## config.mk

```make
export PLATFORM = sky130hd
export DESIGN_NAME = adder_share_arb
export DESIGN_NICKNAME = d
export VERILOG_FILES = /design/src/rtl/adder_share_pkg.sv /design/src/rtl/adder_share_arb_rr_pick.sv /design/src/rtl/adder_share_arb.sv
export SDC_FILE = /design/constraint.sdc
export NUM_CORES = 1
export LEC_CHECK = 0
export CAP_MARGIN = 10
export CORE_ASPECT_RATIO = 1.1
export CORE_MARGIN = 2
export CORE_UTILIZATION = 43
export CTS_CLUSTER_DIAMETER = 40
export CTS_CLUSTER_SIZE = 12
export DETAILED_ROUTE_END_ITERATION = 8
export PLACE_DENSITY_LB_ADDON = 0.15
export SETUP_SLACK_MARGIN = 0.3
export SLEW_MARGIN = 10
export SYNTH_ARGS = -nofsm -noshare
export SYNTH_HDL_FRONTEND = slang
export SYNTH_SLANG_ARGS = --single-unit
```

## constraint.sdc

```tcl
create_clock -name clk -period 3.6 [get_ports clk]
set_input_delay 0.36 -clock clk [delete_from_list [all_inputs] [get_ports clk]]
set_output_delay 0.36 -clock clk [all_outputs]
set_load 0.05 [all_outputs]
```

## src/rtl/adder_share_pkg.sv

```systemverilog
// adder_share_pkg: shared types, widths and helpers for the adder-sharing arbiter.
//   state_e      : arbiter FSM states
//   ADD_W/SUM_W  : operand width and sum width (operand width plus carry)
//   pack_add_in  : interleaves two operands onto the adder input bus
package adder_share_pkg;

   localparam int unsigned ADD_W   = 12;
   localparam int unsigned SUM_W   = ADD_W + 1;
   localparam int unsigned ADDIN_W = 2 * ADD_W;
   localparam int unsigned CNT_W   = 8;
   localparam int unsigned CHK_W   = 16;

   typedef enum logic [1:0] {
      IDLE = 2'd0,
      EXEC = 2'd1,
      RESP = 2'd2
   } state_e;

   // Adder netlist expects a[k] on bit 2k and b[k] on bit 2k+1.
   function automatic logic [ADDIN_W-1:0] pack_add_in(input logic [ADD_W-1:0] a,
                                                      input logic [ADD_W-1:0] b);
      logic [ADDIN_W-1:0] r;
      r = '0;
      for (int unsigned k = 0; k < ADD_W; k++) begin
         r[2*k]   = a[k];
         r[2*k+1] = b[k];
      end
      return r;
   endfunction

endpackage

```

## src/rtl/adder_share_arb_rr_pick.sv

```systemverilog
// rr_pick: combinational round-robin first-set search.
//   cand_i   : eligible-and-valid mask
//   ptr_i    : index the search starts from (wraps past N-1 to 0)
//   onehot_o : one-hot winner, zero when nothing is set
//   idx_o    : binary winner index, zero when nothing is set
//   any_o    : a winner exists
module rr_pick #(
   parameter int unsigned N  = 4,
   parameter int unsigned IW = 3
) (
   input  logic [N-1:0]  cand_i,
   input  logic [IW-1:0] ptr_i,
   output logic [N-1:0]  onehot_o,
   output logic [IW-1:0] idx_o,
   output logic          any_o
);

   // Walk offsets 0..N-1 from the pointer; the first set candidate wins.
   always_comb begin
      int unsigned pos;
      logic        found;
      onehot_o = '0;
      idx_o    = '0;
      found    = 1'b0;
      pos      = 0;
      for (int unsigned k = 0; k < N; k++) begin
         pos = 32'(ptr_i) + k;
         if (pos >= N) pos = pos - N;
         for (int unsigned i = 0; i < N; i++) begin
            if (!found && (pos == i) && cand_i[i]) begin
               found       = 1'b1;
               onehot_o[i] = 1'b1;
               idx_o       = IW'(i);
            end
         end
      end
      any_o = found;
   end

endmodule

```

## src/rtl/adder_share_arb.sv

```systemverilog
// adder_share_arb: shares one external combinational 12-bit adder among NREQ
// requesters with round-robin arbitration and optional burst lock.
//   clk, rst_n            : clock, asynchronous active-low reset
//   req_valid/req_ready   : per-requester handshake (req_ready one-hot or zero)
//   req_lock              : keep the grant after this beat
//   req_a/req_b           : packed operands, requester i at [12i+11:12i]
//   add_in/add_out        : to/from the external adder netlist
//   rsp_valid/rsp_ready   : shared response handshake
//   rsp_sum/rsp_id        : registered sum and producing requester
//   busy                  : FSM not idle
// Build option ADD_SELFCHECK_EN adds chk_err (sticky reference-adder mismatch)
// and an internal saturating mismatch counter.
module adder_share_arb
   import adder_share_pkg::*;
#(
   parameter int unsigned NREQ     = 4,
   parameter int unsigned LOCK_MAX = 8,
   parameter int unsigned IDW      = 3
) (
   input  logic                    clk,
   input  logic                    rst_n,
   input  logic [NREQ-1:0]         req_valid,
   output logic [NREQ-1:0]         req_ready,
   input  logic [NREQ-1:0]         req_lock,
   input  logic [NREQ*ADD_W-1:0]   req_a,
   input  logic [NREQ*ADD_W-1:0]   req_b,
   output logic [ADDIN_W-1:0]      add_in,
   input  logic [SUM_W-1:0]        add_out,
   output logic                    rsp_valid,
   input  logic                    rsp_ready,
   output logic [SUM_W-1:0]        rsp_sum,
   output logic [IDW-1:0]          rsp_id,
   output logic                    busy
`ifdef ADD_SELFCHECK_EN
   ,output logic                   chk_err
`endif
);

   state_e             state_q, state_d;
   logic [ADD_W-1:0]   op_a_q, op_a_d;
   logic [ADD_W-1:0]   op_b_q, op_b_d;
   logic [IDW-1:0]     id_q, id_d;
   logic               rsp_valid_q, rsp_valid_d;
   logic [SUM_W-1:0]   rsp_sum_q, rsp_sum_d;
   logic [IDW-1:0]     rsp_id_q, rsp_id_d;
   logic [IDW-1:0]     rr_ptr_q, rr_ptr_d;
   logic [CNT_W-1:0]   lock_cnt_q, lock_cnt_d;
   logic [IDW-1:0]     owner_q, owner_d;
   logic               owner_vld_q, owner_vld_d;

   logic [NREQ-1:0]    elig;
   logic [NREQ-1:0]    cand;
   logic [NREQ-1:0]    pick_onehot;
   logic [IDW-1:0]     pick_idx;
   logic               pick_any;
   logic               grant_en;
   logic               accept;
   logic               lock_sel;
   logic [IDW-1:0]     pick_next;
   logic [CNT_W-1:0]   cnt_inc;
   logic [ADD_W-1:0]   sel_a;
   logic [ADD_W-1:0]   sel_b;

   // An existing owner excludes everyone else, even while it is not requesting.
   assign elig = owner_vld_q ? (NREQ'(1) << owner_q) : '1;
   assign cand = req_valid & elig;

   rr_pick #(
      .N  (NREQ),
      .IW (IDW)
   ) u_pick (
      .cand_i   (cand),
      .ptr_i    (rr_ptr_q),
      .onehot_o (pick_onehot),
      .idx_o    (pick_idx),
      .any_o    (pick_any)
   );

   // Grant logic runs in IDLE and, for back-to-back, when RESP is being drained.
   assign grant_en  = (state_q == IDLE) || ((state_q == RESP) && rsp_ready);
   assign accept    = grant_en && pick_any;
   assign req_ready = grant_en ? pick_onehot : '0;

   assign lock_sel  = |(req_lock & pick_onehot);
   assign pick_next = (pick_idx == IDW'(NREQ - 1)) ? '0 : pick_idx + IDW'(1);
   assign cnt_inc   = lock_cnt_q + CNT_W'(1);

   // Operand mux for the winning requester.
   always_comb begin
      sel_a = '0;
      sel_b = '0;
      for (int unsigned i = 0; i < NREQ; i++) begin
         if (pick_onehot[i]) begin
            sel_a = req_a[i*ADD_W +: ADD_W];
            sel_b = req_b[i*ADD_W +: ADD_W];
         end
      end
   end

   // Next-state, datapath capture and arbitration bookkeeping.
   always_comb begin
      state_d     = state_q;
      op_a_d      = op_a_q;
      op_b_d      = op_b_q;
      id_d        = id_q;
      rsp_valid_d = rsp_valid_q;
      rsp_sum_d   = rsp_sum_q;
      rsp_id_d    = rsp_id_q;
      rr_ptr_d    = rr_ptr_q;
      lock_cnt_d  = lock_cnt_q;
      owner_d     = owner_q;
      owner_vld_d = owner_vld_q;

      case (state_q)
         IDLE: begin
            if (accept) state_d = EXEC;
         end
         EXEC: begin
            rsp_sum_d   = add_out;
            rsp_valid_d = 1'b1;
            rsp_id_d    = id_q;
            state_d     = RESP;
         end
         RESP: begin
            if (rsp_ready) begin
               rsp_valid_d = 1'b0;
               state_d     = accept ? EXEC : IDLE;
            end
         end
         default: state_d = IDLE;
      endcase

      if (accept) begin
         op_a_d = sel_a;
         op_b_d = sel_b;
         id_d   = pick_idx;
         if (lock_sel) begin
            // Forced release once the burst reaches its limit.
            if (cnt_inc >= CNT_W'(LOCK_MAX)) begin
               owner_vld_d = 1'b0;
               lock_cnt_d  = '0;
               rr_ptr_d    = pick_next;
            end else begin
               owner_vld_d = 1'b1;
               owner_d     = pick_idx;
               lock_cnt_d  = cnt_inc;
            end
         end else begin
            owner_vld_d = 1'b0;
            lock_cnt_d  = '0;
            rr_ptr_d    = pick_next;
         end
      end
   end

   // State register.
   always_ff @(posedge clk or negedge rst_n) begin
      if (!rst_n) begin
         state_q     <= IDLE;
         op_a_q      <= '0;
         op_b_q      <= '0;
         id_q        <= '0;
         rsp_valid_q <= 1'b0;
         rsp_sum_q   <= '0;
         rsp_id_q    <= '0;
         rr_ptr_q    <= '0;
         lock_cnt_q  <= '0;
         owner_q     <= '0;
         owner_vld_q <= 1'b0;
      end else begin
         state_q     <= state_d;
         op_a_q      <= op_a_d;
         op_b_q      <= op_b_d;
         id_q        <= id_d;
         rsp_valid_q <= rsp_valid_d;
         rsp_sum_q   <= rsp_sum_d;
         rsp_id_q    <= rsp_id_d;
         rr_ptr_q    <= rr_ptr_d;
         lock_cnt_q  <= lock_cnt_d;
         owner_q     <= owner_d;
         owner_vld_q <= owner_vld_d;
      end
   end

   assign add_in    = pack_add_in(op_a_q, op_b_q);
   assign rsp_valid = rsp_valid_q;
   assign rsp_sum   = rsp_sum_q;
   assign rsp_id    = rsp_id_q;
   assign busy      = (state_q != IDLE);

`ifdef ADD_SELFCHECK_EN
   logic [SUM_W-1:0] ref_sum;
   logic             mismatch;
   logic             chk_err_q, chk_err_d;
   logic [CHK_W-1:0] chk_cnt_q, chk_cnt_d;

   // Behavioural reference for the external adder, compared only in EXEC.
   assign ref_sum  = SUM_W'(op_a_q) + SUM_W'(op_b_q);
   assign mismatch = (state_q == EXEC) && (add_out != ref_sum);

   always_comb begin
      chk_err_d = chk_err_q | mismatch;
      chk_cnt_d = chk_cnt_q;
      if (mismatch && (chk_cnt_q != '1)) chk_cnt_d = chk_cnt_q + CHK_W'(1);
   end

   always_ff @(posedge clk or negedge rst_n) begin
      if (!rst_n) begin
         chk_err_q <= 1'b0;
         chk_cnt_q <= '0;
      end else begin
         chk_err_q <= chk_err_d;
         chk_cnt_q <= chk_cnt_d;
      end
   end

   assign chk_err = chk_err_q;
`endif

endmodule
```

==> impl_metrics.py, run 1 <==
metrics = {
    "clock_network": {
        "cts_setup_buffers": 0,
        "clock-sinks": 57,
        "cts-root-buf": "clkbuf_8",
        "postCtsResizedCells": 0,
        "clk_pin_slew_worst_paths_ns": 0.06,
        "hold_buffers": 0,
        "ctsLongestPathBuffers": 2,
        "cts_buffers": 9,
        "cts_tree": "yes",
        "clkLatencyLatePin_ns": 0.33,
        "htreeDepth": 3,
    },
    "timing": {
        "hold_viol_final": 0,
        "rsz0062_at_grt": "no",
        "period_minus_slack_ns": 3.12,
        "period_share_pct": 86.6,
        "tightestPinTransition_ns": 1.06,
        "fmax_mhz": 321,
        "slew_violations": 0,
        "skew_ns": 0.0112,
        "setup_viol": 0,
        "setup-tns-final_ns": 0,
        "slew_headroom_pct": 29.3,
    },
    "worst_setup_path": {
        "regToRegEndpoint": "rr_ptr_q[1]$_DFFE_PN0P_",
        "crit_type": "reg2out",
        "timing.rr.start": "owner_q[0]$_DFFE_PN0P_",
        "critPathMaxStageDelay_ns": 0.84,
        "crit_required_ns": 3.24,
        "critPathSlowestCell": "clkdlybuf4s50_1",
        "rr_worst_depth": 7,
        "regToRegSetupSlack_ns": 0.81,
        "crit_family": "buffers and inverters",
        "crit_arrival_ns": 2.76,
        "cp_num_buf_inv": 2,
        "end_kind": "primary output",
        "start_kind": "flop",
        "path_max_fanout": 14,
        "cp_cell_sequence": "inv_1, o21ai_2, and4b_1, nor2_2, nor2_1, clkdlybuf4s50_1",
    },
    "yosys": {
        "async_flop_share_pct": 100,
        "synthCells": 319,
        "synth.most_common_cell": "dfrtp_1",
        "ys_types": 54,
        "ys_seq_area_share_pct": 44.7,
        "synthFlopType": "dfrtp_1",
        "synth_edf_count": 0,
        "avgSynthCellArea_um2": 10.0,
        "netlist.area_leader.share_pct": 44.7,
        "synth_nets": 442,
        "synthTopCellsByArea": "dfrtp_1 (45%), a221o_1 (7.5%), mux2_2 (6.0%)",
        "synth_warnings": 0,
        "synth_commonest_cells": "dfrtp_1 (57), nand2_1 (34), nor2_1 (31)",
        "syn-cell-area_um2": 3190,
        "yosys_register_bits": 57,
        "yosysTopAreaCell": "dfrtp_1",
    },
    "routing": {
        "num_vias": 3138,
        "dr.pass1.iters": 5,
        "route.detailed.drc": 0,
        "drt-total-wl_um": 9750,
        "drt_iter0_drc": 151,
        "via_per_inst": 5.54,
        "antenna_left": 0,
        "wl_per_cell_um": 17.2,
    },
    "global_route": {
        "grt_overflow": 0,
        "grt_max_degree": 54,
        "grt_pass1_vias": 3087,
        "antenna_found_initial": 0,
        "grt_first_pass_wirelength_um": 15200,
        "grtUsageTotal_pct": 24.4,
    },
    "layout": {
        "multi_input_area_um2": 1620,
        "seq_area_um2": 1430,
        "fillerInstances": 526,
        "layout-drive-gt1-share_pct": 12.5,
        "syn_to_final_growth_pct": 60.5,
        "nNetsFinal": 600,
        "n_antenna_cell": 0,
    },
    "pwr": {
        "powerDensity_nw_per_um2": 1000,
        "power.leakage_nw": 2.06,
        "peakVddDrop_mv": 0.418,
        "total_power_mw": 5.12,
    },
    "placed_design": {
        "portBuffers": 164,
        "place.gp.congestion": 0.810,
        "dp_hpwl_um": 7320,
    },
    "floorplanning": {
        "io_pins": 166,
        "rows": 32,
        "core_area_um2": 7090,
        "die_h_um": 94.3,
        "die_area_um2": 8130,
        "die_x_um": 86.1,
        "start_util_pct": 45.0,
    },
    "flow_run": {
        "maxCapViolations": 0,
    },
    "hold_path": {
        "hold_path.class": "in2async",
    },
    "run_status": {
        "status": "finished clean",
    },
}
## per-stage QoR
step                      util [%]  area (um2)  instances  hold WS [ns]  setup WS (ns)
after detailed placement      68.9        4880        551         0.494          0.449
after global placement        68.9        4880        551         0.488          0.585
after global routing          72.3        5120        566         0.265          0.311
after floorplan                  -        3190        319        0.0644          0.922
final                         72.3        5120        566         0.212          0.482
after CTS                     72.3        5120        566         0.231          0.474
## cells in the final DEF (no fill, tap or decap), types with 2 or more instances in the layout
master,n
nand2_1,34
nand3b_1,2
o21ai_1,12
a221o_1,24
nor2_1,30
dfrtp_1,57
bufinv_16,3
a31oi_4,2
a31oi_1,27
nor4_1,2
inv_1,5
clkbuf_8,10
mux2_2,17
nand2b_1,5
ha_1,3
o21ai_0,19
buf_4,7
nor2b_1,9
nand3_1,4
a21o_1,2
a21oi_1,3
clkdlybuf4s50_1,161
and3_1,3
buf_12,2
or2_1,2
o21bai_1,3
## state kept, by name, summed over array words and instances, names as in the netlist, 2 cells and up
signal / count
id_q: 2
op_a_q: 12
state_q: 2
op_b_q: 12
lock_cnt_q: 8
rsp_sum: 13
owner_q: 2
rr_ptr_q: 2
rsp_id: 2
## where the power goes
| part | total, mW | leakage [nW] | internal [mW] | switching (mW) |
|---|---|---|---|---|
| Sequential | 1.18 | 0.679 | 0.948 | 0.236 |
| Clock | 0.725 | 0.122 | 0.475 | 0.250 |
| Combinational | 3.21 | 1.26 | 1.26 | 1.95 |
| Total | 5.12 | 2.06 | 2.69 | 2.43 |
## cells by family after synthesis
| family | Yosys count | synth area share, % |
|---|---|---|
| muxes | 19 | 6.82 |
| and+or+nand+nor | 102 | 16.0 |
| AOI/OAI and AO/OA | 108 | 26.0 |
| buffers and inverters | 29 | 5.22 |
| other | 1 | 0.118 |
| DFF | 57 | 44.7 |
| adders and majority gates | 3 | 1.18 |
## final cells by class
type	count	area share, %
inverter	5	0.366
sequential	57	27.9
clock buffer	10	2.69
tap	85	2.08
clock inverter	5	2.03
timing repair buffer	171	33.4
multi-input combinational	233	31.6
## worst register-to-register path, delay by kind of cell (launching register included)
kind | cells | cell delay [ns]
simple gates | 3 | 1.23
mux | 1 | 0.30
compound gates | 3 | 0.66
flops | 1 | 0.48
## layer usage
layer  global-route usage, %  share of wire, %  vias to the layer above
met3                    6.12               6.7                        6
met5                       0                 0                        -
met2                    42.6                53                      137
met1                    29.3                39                     1495
li1                        -                 -                     1500
met4                    7.94               1.0                        0
## worst max-delay path by stage
stage / from / to / slack [ns] / depth (start not counted)
floorplan: owner_q[1]$_DFFE_PN0P_ / req_ready[1] / 0.92 / 4
CTS: owner_vld_q$_DFFE_PN0P_ / req_ready[2] / 0.47 / 6
global placement: req_valid[0] / owner_q[0]$_DFFE_PN0P_ / 0.59 / 7
global route: owner_vld_q$_DFFE_PN0P_ / req_ready[2] / 0.31 / 6
finish: owner_vld_q$_DFFE_PN0P_ / req_ready[2] / 0.48 / 6
detailed placement: req_valid[0] / rr_ptr_q[1]$_DFFE_PN0P_ / 0.45 / 8
No activity file was read; power rests on OpenSTA's default activity.
==> run 2, diff against run 1 <==
--- a/config.mk
+++ b/config.mk
@@ -7,12 +7,12 @@
 export LEC_CHECK = 0
 export CAP_MARGIN = 10
 export CORE_ASPECT_RATIO = 1.1
-export CORE_MARGIN = 2
 export CORE_UTILIZATION = 43
 export CTS_CLUSTER_DIAMETER = 40
 export CTS_CLUSTER_SIZE = 12
 export DETAILED_ROUTE_END_ITERATION = 8
 export PLACE_DENSITY_LB_ADDON = 0.15
+export RECOVER_POWER = 50
 export SETUP_SLACK_MARGIN = 0.3
 export SLEW_MARGIN = 10
 export SYNTH_ARGS = -nofsm -noshare
==> impl_metrics.py, run 2 (synthesis gave the netlist of run 1 again) <==
metrics = {
    "run_status": {
        "status": "finished with violations",
        "violations": "design-rule violations, max-capacitance violations, max-slew violations",
    },
    "layout": {
        "final_common_cell": "clkdlybuf4s50_1",
        "nNetsFinal": 600,
        "n_antenna_cell": 0,
        "mostFrequentLayoutCells": "clkdlybuf4s50_1 (155), dfrtp_1 (57), nand2_1 (34), nor2_1 (30), a31oi_1 (27)",
        "layout-drive-gt1-share_pct": 12.0,
        "syn_to_final_growth_pct": 59.5,
        "largest_register_ffs": 13,
        "utilization_pct": 71.8,
        "fin_area_um2": 5090,
    },
    "clock_network": {
        "postCtsResizedCells": 0,
        "hold_buffers": 0,
        "clock-sinks": 57,
        "cts-root-buf": "clkbuf_8",
        "htreeDepth": 3,
        "clk_pin_slew_worst_paths_ns": 0.07,
        "ctsLongestPathBuffers": 2,
        "cts_setup_buffers": 0,
        "cts_tree": "yes",
        "clkLatencyLatePin_ns": 0.34,
        "cts_buffers": 9,
    },
    "timing": {
        "slew_violations": 34,
        "period_minus_slack_ns": 3.13,
        "hold_ws_ns": 0.463,
        "hold_viol_final": 0,
        "tightestPinTransition_ns": 1.69,
        "finalWorstSetupSlack_ns": 0.471,
        "setup-tns-final_ns": 0,
        "fmax_mhz": 320,
        "slew_headroom_pct": -12.7,
        "rsz0062_at_grt": "no",
        "period_share_pct": 86.9,
        "setup_viol": 0,
        "skew_ns": 0.00916,
    },
    "worst_setup_path": {
        "path_max_fanout": 14,
        "start_kind": "flop",
        "rr_worst_depth": 6,
        "regToRegSetupSlack_ns": 0.82,
        "regToRegEndpoint": "owner_q[0]$_DFFE_PN0P_",
        "crit_required_ns": 3.24,
        "timing.rr.start": "owner_q[0]$_DFFE_PN0P_",
        "critPathMaxStageDelay_ns": 0.84,
        "cp_cell_sequence": "inv_1, o21ai_2, and4b_1, nor2_2, nor2_1, clkdlybuf4s50_1",
        "setup.worst_path.end": "req_ready[2]",
        "critPathSlowestCell": "clkdlybuf4s50_1",
        "end_kind": "primary output",
        "crit_type": "reg2out",
        "startpoint": "owner_vld_q$_DFFE_PN0P_",
        "crit_arrival_ns": 2.77,
    },
    "placed_design": {
        "dpl-instance-area_um2": 4880,
        "portBuffers": 164,
        "place.gp.congestion": 0.864,
        "dp_hpwl_um": 7260,
        "dpl_worst_slack_ns": 0.449,
    },
    "pwr": {
        "p_seq_share_pct": 23.5,
        "peakVddDrop_mv": 0.449,
        "power.leakage_nw": 2.04,
        "power.switching_mw": 2.45,
        "powerDensity_nw_per_um2": 989,
        "p_sw_share_pct": 48.6,
        "combPwrFrac_pct": 63.5,
        "pwr-share-clk_pct": 13.0,
        "p_int_mw": 2.58,
    },
    "routing": {
        "route.detailed.drc": 10,
        "wl_per_cell_um": 17.0,
        "drt-total-wl_um": 9620,
        "dr.pass1.iters": 6,
        "drt_iter0_drc": 139,
        "antenna_left": 0,
        "via_per_inst": 5.55,
        "num_vias": 3145,
    },
    "floorplanning": {
        "die_h_um": 92.3,
        "io_pins": 166,
        "die_area_um2": 7770,
        "core_area_um2": 7090,
        "die_x_um": 84.1,
        "rows": 32,
        "start_util_pct": 45.0,
    },
    "global_route": {
        "grt_first_pass_wirelength_um": 15400,
        "grt_max_degree": 55,
        "grt_util_met2_pct": 45.0,
        "grt_pass1_vias": 3155,
        "antenna_found_initial": 0,
        "grt_overflow": 0,
        "grtUsageTotal_pct": 25.8,
        "gr-usage-met1_pct": 29.1,
        "top_usage_layer": "met2",
        "met3_usage_pct": 8.11,
    },
    "flow_run": {
        "maxCapViolations": 1,
    },
    "hold_path": {
        "hold_path.class": "in2async",
    },
}
## run 2: cell types whose count changed in the layout (fill, tap and decap cells not counted), sizes merged
cell / before / now
bufinv: 3 / 2
buf: 10 / 7
clkbuf: 10 / 12
dlygate4sd3: 0 / 6
inv: 5 / 6
clkinvlp: 0 / 2
clkdlybuf4s50: 161 / 155
## run 2: worst max-delay path, delay by kind of cell (launching register included)
kind                   cells  cell delay (ns)
and+or+nand+nor            3             0.47
buffers and inverters      2             0.99
DFF                        1             0.63
AOI/OAI and AO/OA          1             0.34
## run 2: worst min path at each step
stage / endpoint / slack (ns) / start / cells after the start
2_1_floorplan: id_q[0]$_DFFE_PN0P_ / 0.06 / rst_n / 0
3_3_place_gp: id_q[0]$_DFFE_PN0P_ / 0.46 / rst_n / 1
3_5_place_dp: rr_ptr_q[1]$_DFFE_PN0P_ / 0.46 / rst_n / 1
4_1_cts: op_a_q[11]$_DFFE_PN0P_ / 0.10 / rst_n / 1
5_1_grt: rsp_sum[0]$_DFFE_PN0P_ / 0.52 / rsp_sum[0]$_DFFE_PN0P_ / 1
6_report: op_a_q[11]$_DFFE_PN0P_ / 0.46 / rst_n / 1
## run 2: cell type report
cell class                 instances  area, um2
fill                             566       2000
timing repair buffer             171       1700
multi-input combinational        233       1620
sequential                        57       1430
clock buffer                       9        124
tap                               85        106
clock inverter                     7       93.8
inverter                           5       18.8
## run 2: power by group through the flow
stage                     sequential [mW]  clock (mW)  combinational [mW]
after floorplan                      1.92           0                1.51
after global placement               1.18           0                3.17
after detailed placement             1.19           0                3.22
after CTS                            1.18       0.666                3.23
after global routing                 1.23       0.696                3.41
final                                1.18       0.655                3.19
## run 2: metal layers
metal  routed length (um)  vias up
met1                 3630     1495
met5                    0        -
met3                  746       19
met4                  261        0
met2                 4980      134
li1                     -     1497
## run 2: through the flow
stage | std cells | power (mW)
2_1_floorplan | 319 | 3.43
3_3_place_gp | 551 | 4.36
3_5_place_dp | 551 | 4.41
5_1_grt | 567 | 5.34
4_1_cts | 567 | 5.08
6_report | 567 | 5.03
==> run 3, diff against run 2 <==
--- a/config.mk
+++ b/config.mk
@@ -7,7 +7,7 @@
 export LEC_CHECK = 0
 export CAP_MARGIN = 10
 export CORE_ASPECT_RATIO = 1.1
-export CORE_UTILIZATION = 43
+export CORE_UTILIZATION = 40
 export CTS_CLUSTER_DIAMETER = 40
 export CTS_CLUSTER_SIZE = 12
 export DETAILED_ROUTE_END_ITERATION = 8
==> constraint.sdc (replaced) <==
create_clock -name clk -period 3.45 [get_ports clk]
set_input_delay 0.345 -clock clk [delete_from_list [all_inputs] [get_ports clk]]
set_output_delay 0.345 -clock clk [all_outputs]
set_load 0.05 [all_outputs]
==> impl_metrics.py, run 3 (synthesis gave the netlist of run 1 again) <==
metrics = {
    "routing": {
        "num_vias": 3107,
        "wl_met1_um": 3730,
        "antenna_left": 0,
        "top_layer_used": "met4",
        "via_per_inst": 5.28,
        "wl_per_cell_um": 16.1,
        "drt-total-wl_um": 9490,
        "wl_met2_um": 4880,
        "dr.pass1.iters": 4,
        "drt_iter0_drc": 95,
        "route.detailed.drc": 0,
        "met3_wirelength_um": 694,
    },
    "global_route": {
        "antenna_found_initial": 0,
        "grt_pass1_vias": 3054,
        "grt_overflow": 0,
        "grt_first_pass_wirelength_um": 14800,
        "grt_max_degree": 45,
        "grtUsageTotal_pct": 23.6,
    },
    "run_status": {
        "status": "finished with violations",
        "violations": "max-capacitance violations, max-slew violations",
    },
    "clock_network": {
        "htreeDepth": 3,
        "clkLatencyLatePin_ns": 0.34,
        "cts_setup_buffers": 0,
        "hold_buffers": 0,
        "cts_buffers": 9,
        "ctsLongestPathBuffers": 2,
        "cts-root-buf": "clkbuf_8",
        "clock-sinks": 57,
        "clk_pin_slew_worst_paths_ns": 0.07,
        "cts_tree": "yes",
    },
    "pwr": {
        "peakVddDrop_mv": 0.429,
        "power.leakage_nw": 2.08,
        "powerDensity_nw_per_um2": 1040,
    },
    "timing": {
        "period_minus_slack_ns": 2.95,
        "slew_headroom_pct": -55.0,
        "slew_violations": 45,
        "hold_viol_final": 0,
        "tightestPinTransition_ns": 2.33,
        "period_share_pct": 85.6,
        "hold_ws_ns": 0.508,
        "setup_viol": 0,
        "skew_ns": 0.00479,
        "setup-tns-final_ns": 0,
        "rsz0062_at_grt": "no",
        "fmax_mhz": 339,
    },
    "worst_setup_path": {
        "end_kind": "primary output",
        "start_kind": "flop",
        "crit_type": "reg2out",
        "crit_required_ns": 3.11,
        "path_max_fanout": 9,
        "crit_arrival_ns": 2.61,
        "regToRegSetupSlack_ns": 0.65,
    },
    "layout": {
        "final_cells": 588,
        "final_common_cell": "clkdlybuf4s50_1",
        "fin_area_um2": 5150,
        "n_antenna_cell": 0,
        "largest_register_ffs": 13,
        "layout-drive-gt1-share_pct": 12.2,
        "mostFrequentLayoutCells": "clkdlybuf4s50_1 (156), dfrtp_1 (57), nand2_1 (34), nor2_1 (30), a31oi_1 (27)",
        "nNetsFinal": 601,
        "syn_to_final_growth_pct": 61.6,
    },
    "floorplanning": {
        "io_pins": 166,
        "start_util_pct": 42.0,
        "rows": 33,
        "die_area_um2": 8340,
        "core_area_um2": 7600,
        "die_x_um": 87.2,
        "die_h_um": 95.7,
    },
    "placed_design": {
        "dp_cells": 572,
        "dp_hpwl_um": 7240,
        "portBuffers": 164,
        "dpl-instance-area_um2": 4910,
        "place.gp.congestion": 0.845,
    },
    "hold_path": {
        "hold_path.class": "reg2reg",
    },
    "flow_run": {
        "maxCapViolations": 1,
    },
}
[run 3: changes by cell type in the layout (fill, tap and decap cells not counted), sizes merged]
| cell | delta |
|---|---|
| inv | +1 |
| clkdlybuf4s50 | +1 |
| buf | +1 |
| dlymetal6s2s | +1 |
| bufinv | +1 |
| clkinvlp | -2 |
| dlygate4sd3 | -2 |
[run 3: report_power, final]
group | leakage (nW) | internal, mW | switching, mW | total [mW]
clock network | 0.124 | 0.487 | 0.295 | 0.782
registers | 0.679 | 0.988 | 0.247 | 1.24
logic | 1.28 | 1.32 | 2.01 | 3.33
[run 3: worst max-delay path, stage by stage, from the launching register on]
cell and delay (ns):
dfrtp_1 0.50, o21ai_0 0.33, nand2_1 0.20, nor4_1 0.42, or2_1 0.29, nor2b_1 0.35
buf_12 0.18
[run 3: stage by stage]
stage                     util (%)  setup WS, ns  power [mW]
after global routing          67.9         0.306        5.67
after CTS                     67.9         0.337        5.40
after detailed placement      64.7         0.348        4.60
after global placement        64.7         0.420        4.55
final                         67.9         0.496        5.34
after floorplan                  -         0.787        3.58
[run 3: path summary, 6_finish.rpt]
check / start / to / cells after the start
worst max-delay path: owner_q[1]$_DFFE_PN0P_ / req_ready[0] / 6
min in group asynchronous: rst_n / owner_vld_q$_DFFE_PN0P_ / 1
worst min-delay path: rsp_sum[2]$_DFFE_PN0P_ / rsp_sum[2]$_DFFE_PN0P_ / 1
worst min register to register: rsp_sum[2]$_DFFE_PN0P_ / rsp_sum[2]$_DFFE_PN0P_ / 1
worst max register to register: owner_q[0]$_DFFE_PN0P_ / owner_q[0]$_DFFE_PN0P_ / 6
max in group asynchronous: rst_n / lock_cnt_q[5]$_DFFE_PN0P_ / 2
[run 3: per-layer routing]
layer | up-vias | track usage [%]
met5 | - | 0
met4 | 0 | 10.4
met3 | 15 | 6.93
met2 | 123 | 40.6
met1 | 1463 | 27.4
li1 | 1506 | -
[run 3: layout make-up]
cell class	instances	area (um2)
fill	648	2440
sequential	57	1430
clock buffer	9	124
inverter	5	18.8
multi-input combinational	233	1620
timing repair buffer	172	1710
clock inverter	7	125
tap	105	131
[run 3: what timing repair did]
| action | CTS | global route |
|---|---|---|
| setup endpoints to repair | 0 | 1 |
| endpoints found under the hold margin | 0 | 0 |
| gates resized for setup | 0 | 1 |
